`config.mk`:
```
export PLATFORM = sky130hd
export DESIGN_NAME = demux16_collector
export DESIGN_NICKNAME = d
export VERILOG_FILES = /design/src/rtl/demux16_collector.sv
export SDC_FILE = /design/constraint.sdc
export NUM_CORES = 1
export LEC_CHECK = 0
export CORE_ASPECT_RATIO = 1.4
export CORE_MARGIN = 3
export CORE_UTILIZATION = 45
export DETAILED_ROUTE_END_ITERATION = 8
export DONT_BUFFER_PORTS = 1
export PLACE_DENSITY = 0.63
export SLEW_MARGIN = 25
export SYNTH_ARGS = -nofsm -noshare
export SYNTH_HDL_FRONTEND = slang
export SYNTH_SLANG_ARGS = --single-unit
export TNS_END_PERCENT = 100
```
`constraint.sdc`:
```
create_clock -name clk -period 1.7 [get_ports clk]
set_input_delay 0.34 -clock clk [delete_from_list [all_inputs] [get_ports clk]]
set_output_delay 0.34 -clock clk [all_outputs]
set_load 0.01 [all_outputs]
```
`src/rtl/demux16_collector.sv`:
```
// demux16_collector: 1:16 serial-to-parallel collector with valid/ready word output.
// Define DEMUX16_PARITY_EN for a 17-bit frame ending in an even-parity bit checked into parity_err.
module demux16_collector (
  input  logic        clk,
  input  logic        rst_n,
  input  logic        clr,
  input  logic        din,
  input  logic        din_valid,
  output logic        din_ready,
  output logic [3:0]  sel,
  output logic [15:0] dout,
  output logic        dout_valid,
  input  logic        dout_ready,
  output logic        parity_err
);
`ifdef DEMUX16_PARITY_EN
  localparam logic [4:0] LAST = 5'd16;
  logic [15:0] asm;
`else
  localparam logic [4:0] LAST = 5'd15;
  logic [14:0] asm;
`endif
  logic [4:0] cnt;
  logic last, acc, done;
  assign last = cnt == LAST;
  assign din_ready = !(last && dout_valid && !dout_ready);
  assign acc = din_valid && din_ready;
  assign done = acc && last && !clr;
  assign sel = cnt[3:0];
  always_ff @(posedge clk or negedge rst_n)
    if (!rst_n) begin
      cnt <= '0;
      asm <= '0;
    end else if (clr) begin
      cnt <= '0;
      asm <= '0;
    end else if (acc) begin
      cnt <= last ? 5'd0 : cnt + 5'd1;
      if (!last) asm[cnt[3:0]] <= din;
    end
  always_ff @(posedge clk or negedge rst_n)
    if (!rst_n) begin
      dout <= '0;
      dout_valid <= 1'b0;
    end else if (done) begin
`ifdef DEMUX16_PARITY_EN
      dout <= asm;
`else
      dout <= {din, asm};
`endif
      dout_valid <= 1'b1;
    end else if (dout_ready) begin
      dout_valid <= 1'b0;
    end
`ifdef DEMUX16_PARITY_EN
  // parity status travels with the word it describes
  always_ff @(posedge clk or negedge rst_n)
    if (!rst_n) parity_err <= 1'b0;
    else if (done) parity_err <= ^{asm, din};
`else
  assign parity_err = 1'b0;
`endif
endmodule

```
==> impl_metrics.csv <==
group,metric,value,unit
finish,syn2layout_area_growth,10.6,%
run_status,outcome,"complete, no violations",
synth,post_synth_num_cell_types,32,
setup_path,critPathMaxStageDelay,0.39,ns
finish,diodes,0,
floorplanning,ios,29,
finish,design.final.nets,158,
sta,final_hold_viol_count,0,
routing,drtAntennaViolNets,0,
clocking,clock_sinks,37,
floorplanning,floorplan.initialDensity,48.3,%
routing,wl_per_cell,17.7,um
synth,synthesis.area_per_instance,12.7,um^2
sta,fin_worst_skew,0.00319,ns
setup_path,worst_setup_path_start_kind,"register",
clocking,cts-buffers-inserted,5,
power,vdd_ir_drop_max,714,uV
setup_path,critical_path_required,1.87,ns
global_routing,antenna_found_initial,0,
global_routing,track_usage,16.5,%
placement,io_buffer_count,0,
global_routing,grt_util_met3,4.93,%
power,leakage,0.999,nW
placement,post-place-ws,0.0219,ns
setup_path,critical_path.cell_chain,"ha_4, and4b_4, and4bb_2, buf_12, mux2_2",
floorplanning,area_of_the_core_region,0.00377,mm^2
sta,fin_crit,1.66,ns
global_routing,gr-total-overflow,0,
floorplanning,die_w,59.8,um
clocking,ctsRootBufferMaster,"sky130_fd_sc_hd__clkbuf_8",
placement,dpl.hpwl,2290,um
sta,timing_max_transition_violations_final,0,
synth,synth.yosys.seq_area_share,50.8,%
clocking,cts_htree_levels,2,
setup_path,critical_path.endpoint_type,"register",
routing,via_count,1102,
worst_hold_path,worst_min_delay_path_category,"input pin to register",
global_routing,gr-usage-met1,18.1,%
global_routing,wire_length_of_the_first_global_routing_pass,5950,um
finish,fillers,332,
clocking,clock_insertion_delay_worst_skew,0.29,ns
global_routing,use_met2,27.9,%
power,power.density_cell_area,847,mW/mm^2
clocking,worst_setup_hold_path_clk_slew,0.07,ns
sta,final.setup.worst_slack,0.0407,ns
synth,synthesis.yosys.warnings,0,
sta,setup_total_negative_slack,0,ns
synth,synth.net_count,153,
routing,first_pass_detailed_route_iteration_total,3,
finish,postLayoutCoreUtil,53.4,%
finish,final_layout_size_suffix_gt1_share,30.4,%
routing,drt-initial-drc-count,49,
job,max_cap_violations,0,
synth,syn-cell-area,0.00182,mm^2
sta,timing.final.crit_share,97.6,%
clocking,post-cts-setup-buffer-count,0,
global_routing,globalRoute.busiestLayer,"met2",
synth,synthesis.instances,143,
routing,drt_drc_violations_left,0,
setup_path,critical_path_class,"register to register",
floorplanning,floorplan.rows,26,
finish,footprint_of_the_multi_input_gates,808,um^2
setup_path,critical_path_peak_fanout,12,
placement,gp_congestion,0.763,
global_routing,grt_pass1_vias,1195,
sta,rsz0062_at_grt,"true",
sta,fmaxAchievable,603,MHz
floorplanning,die_y,81.3,um
floorplanning,die-area,0.00486,mm^2
clocking,clockBufferDepth,2,
sta,timing.final.setup_violations,0,
finish,final-seq-area,926,um^2
routing,drt-total-wl,3370,um
clocking,cts_tree,"yes",
setup_path,worst_ep_arrival_time,1.83,ns
routing,avgViaCountPerCell,5.80,
setup_path,cell_with_the_largest_stage_delay_on_the_worst_path,"sky130_fd_sc_hd__dfrtp_1",
synth,ys_seq_elements,37,
global_routing,pin_count_of_the_biggest_net_entering_global_routing,38,
cells in the mapped netlist:
cell type | n | area, um^2
sky130_fd_sc_hd__nand4_1 | 1 | 6.26
sky130_fd_sc_hd__buf_1 | 1 | 3.75
sky130_fd_sc_hd__nor2b_1 | 2 | 12.5
sky130_fd_sc_hd__a21oi_1 | 1 | 5.00
sky130_fd_sc_hd__and4b_4 | 1 | 13.8
sky130_fd_sc_hd__mux2_2 | 8 | 90.1
sky130_fd_sc_hd__inv_1 | 2 | 7.51
sky130_fd_sc_hd__nand2b_1 | 5 | 31.3
sky130_fd_sc_hd__nand3b_1 | 1 | 7.51
sky130_fd_sc_hd__and3b_1 | 1 | 8.76
sky130_fd_sc_hd__buf_6 | 1 | 11.3
sky130_fd_sc_hd__nand3_1 | 4 | 20.0
sky130_fd_sc_hd__and3_2 | 1 | 7.51
sky130_fd_sc_hd__conb_1 | 1 | 3.75
sky130_fd_sc_hd__mux2i_1 | 16 | 160
sky130_fd_sc_hd__and3_1 | 1 | 6.26
sky130_fd_sc_hd__buf_4 | 5 | 37.5
sky130_fd_sc_hd__o32ai_1 | 2 | 17.5
sky130_fd_sc_hd__buf_12 | 1 | 20.0
sky130_fd_sc_hd__ha_1 | 4 | 50.1
sky130_fd_sc_hd__and4bb_2 | 4 | 50.1
sky130_fd_sc_hd__or2_2 | 1 | 6.26
sky130_fd_sc_hd__mux2_4 | 9 | 135
sky130_fd_sc_hd__or2b_1 | 1 | 7.51
sky130_fd_sc_hd__nand2_1 | 1 | 3.75
sky130_fd_sc_hd__a211oi_1 | 1 | 7.51
sky130_fd_sc_hd__nor2_1 | 14 | 52.6
sky130_fd_sc_hd__and4bb_1 | 1 | 12.5
sky130_fd_sc_hd__nand4b_1 | 8 | 70.1
sky130_fd_sc_hd__dfrtp_1 | 37 | 926
sky130_fd_sc_hd__clkbuf_1 | 6 | 22.5
sky130_fd_sc_hd__a21boi_0 | 1 | 7.51
what timing repair did:
item	4_1_cts	5_1_grt
resized for setup	0	3
endpoints found under the hold margin	37	0
hold buffers	2	0
setup endpoints to repair	0	9
power by group:
| group | total [mW] | internal (mW) | switching, mW |
|---|---|---|---|
| clock | 0.716 | 0.426 | 0.290 |
| sequential | 0.895 | 0.888 | 0.00632 |
| combinational | 0.0974 | 0.0422 | 0.0552 |
| total | 1.71 | 1.36 | 0.352 |
stage by stage:
| stage | hold WS, ns | area, um^2 | total power, mW | cells |
|---|---|---|---|---|
| final | 0.113 | 2020 | 1.71 | 190 |
| after CTS | 0.100 | 2010 | 1.74 | 190 |
| after global routing | 0.0979 | 2020 | 1.79 | 190 |
| after global placement | 0.0453 | 1880 | 0.984 | 181 |
| after floorplan | 0.0444 | 1830 | 0.984 | 143 |
| after detailed placement | 0.0453 | 1880 | 0.987 | 181 |
kinds of logic after synthesis:
family	Yosys count	share of synthesized area, %
other cells	1	0.206
buf+inv	16	5.63
fa+ha+maj	4	2.75
simple gates	47	17.4
compound gates	5	2.06
flops	37	50.8
mux	33	21.2
layout by cell type, fill, tap and decap left out, types with 2 or more instances in the layout:
cell,n
sky130_fd_sc_hd__mux2i_1,16
sky130_fd_sc_hd__dfrtp_1,37
sky130_fd_sc_hd__clkbuf_8,5
sky130_fd_sc_hd__buf_12,2
sky130_fd_sc_hd__inv_1,2
sky130_fd_sc_hd__buf_4,9
sky130_fd_sc_hd__nand3_1,4
sky130_fd_sc_hd__nor2b_1,2
sky130_fd_sc_hd__and4bb_2,5
sky130_fd_sc_hd__mux2_4,9
sky130_fd_sc_hd__nor2_1,14
sky130_fd_sc_hd__o32ai_1,2
sky130_fd_sc_hd__ha_1,3
sky130_fd_sc_hd__nand4b_1,8
sky130_fd_sc_hd__nand2b_1,5
sky130_fd_sc_hd__mux2_2,8
state kept, by name (all words and copies together), names as in the netlist:
| name | flops |
|---|---|
| dout_valid | 1 |
| dout | 16 |
| cnt | 5 |
| asm | 15 |
layout make-up:
type | instances | share of cell area, %
clock inverters | 2 | 1.74
inverters | 2 | 0.372
multi-input cells | 90 | 40.1
flip-flops and latches | 37 | 45.9
well taps | 42 | 2.61
repair buffers | 12 | 5.83
clock buffers | 5 | 3.41
critical path: cells and delay by family, from the launching register on:
kind	cells	cell delay (ns)
flops	1	0.39
simple gates	2	0.51
mux	1	0.34
buf+inv	1	0.16
fa+ha+maj	1	0.15
final timing paths:
kind                         from      end  slack, ns  depth (start not counted)
setup / recovery           cnt[1]  dout[6]       0.04                          5
hold / removal                clr   cnt[2]       0.11                          1
setup reg to reg           cnt[1]  dout[6]       0.04                          5
hold reg to reg            asm[9]  dout[9]       0.51                          1
max in group asynchronous   rst_n   asm[9]       1.01                          2
min in group asynchronous   rst_n  asm[13]       0.50                          2
layer usage:
| metal | routed length (um) | up-vias | part of all wire [%] |
|---|---|---|---|
| met4 | 82 | 0 | 2.4 |
| met1 | 1420 | 564 | 42 |
| met5 | 0 | - | 0 |
| li1 | - | 506 | - |
| met2 | 1720 | 25 | 51 |
| met3 | 137 | 7 | 4.1 |
Note: power is estimated with default switching activity, not from simulation.
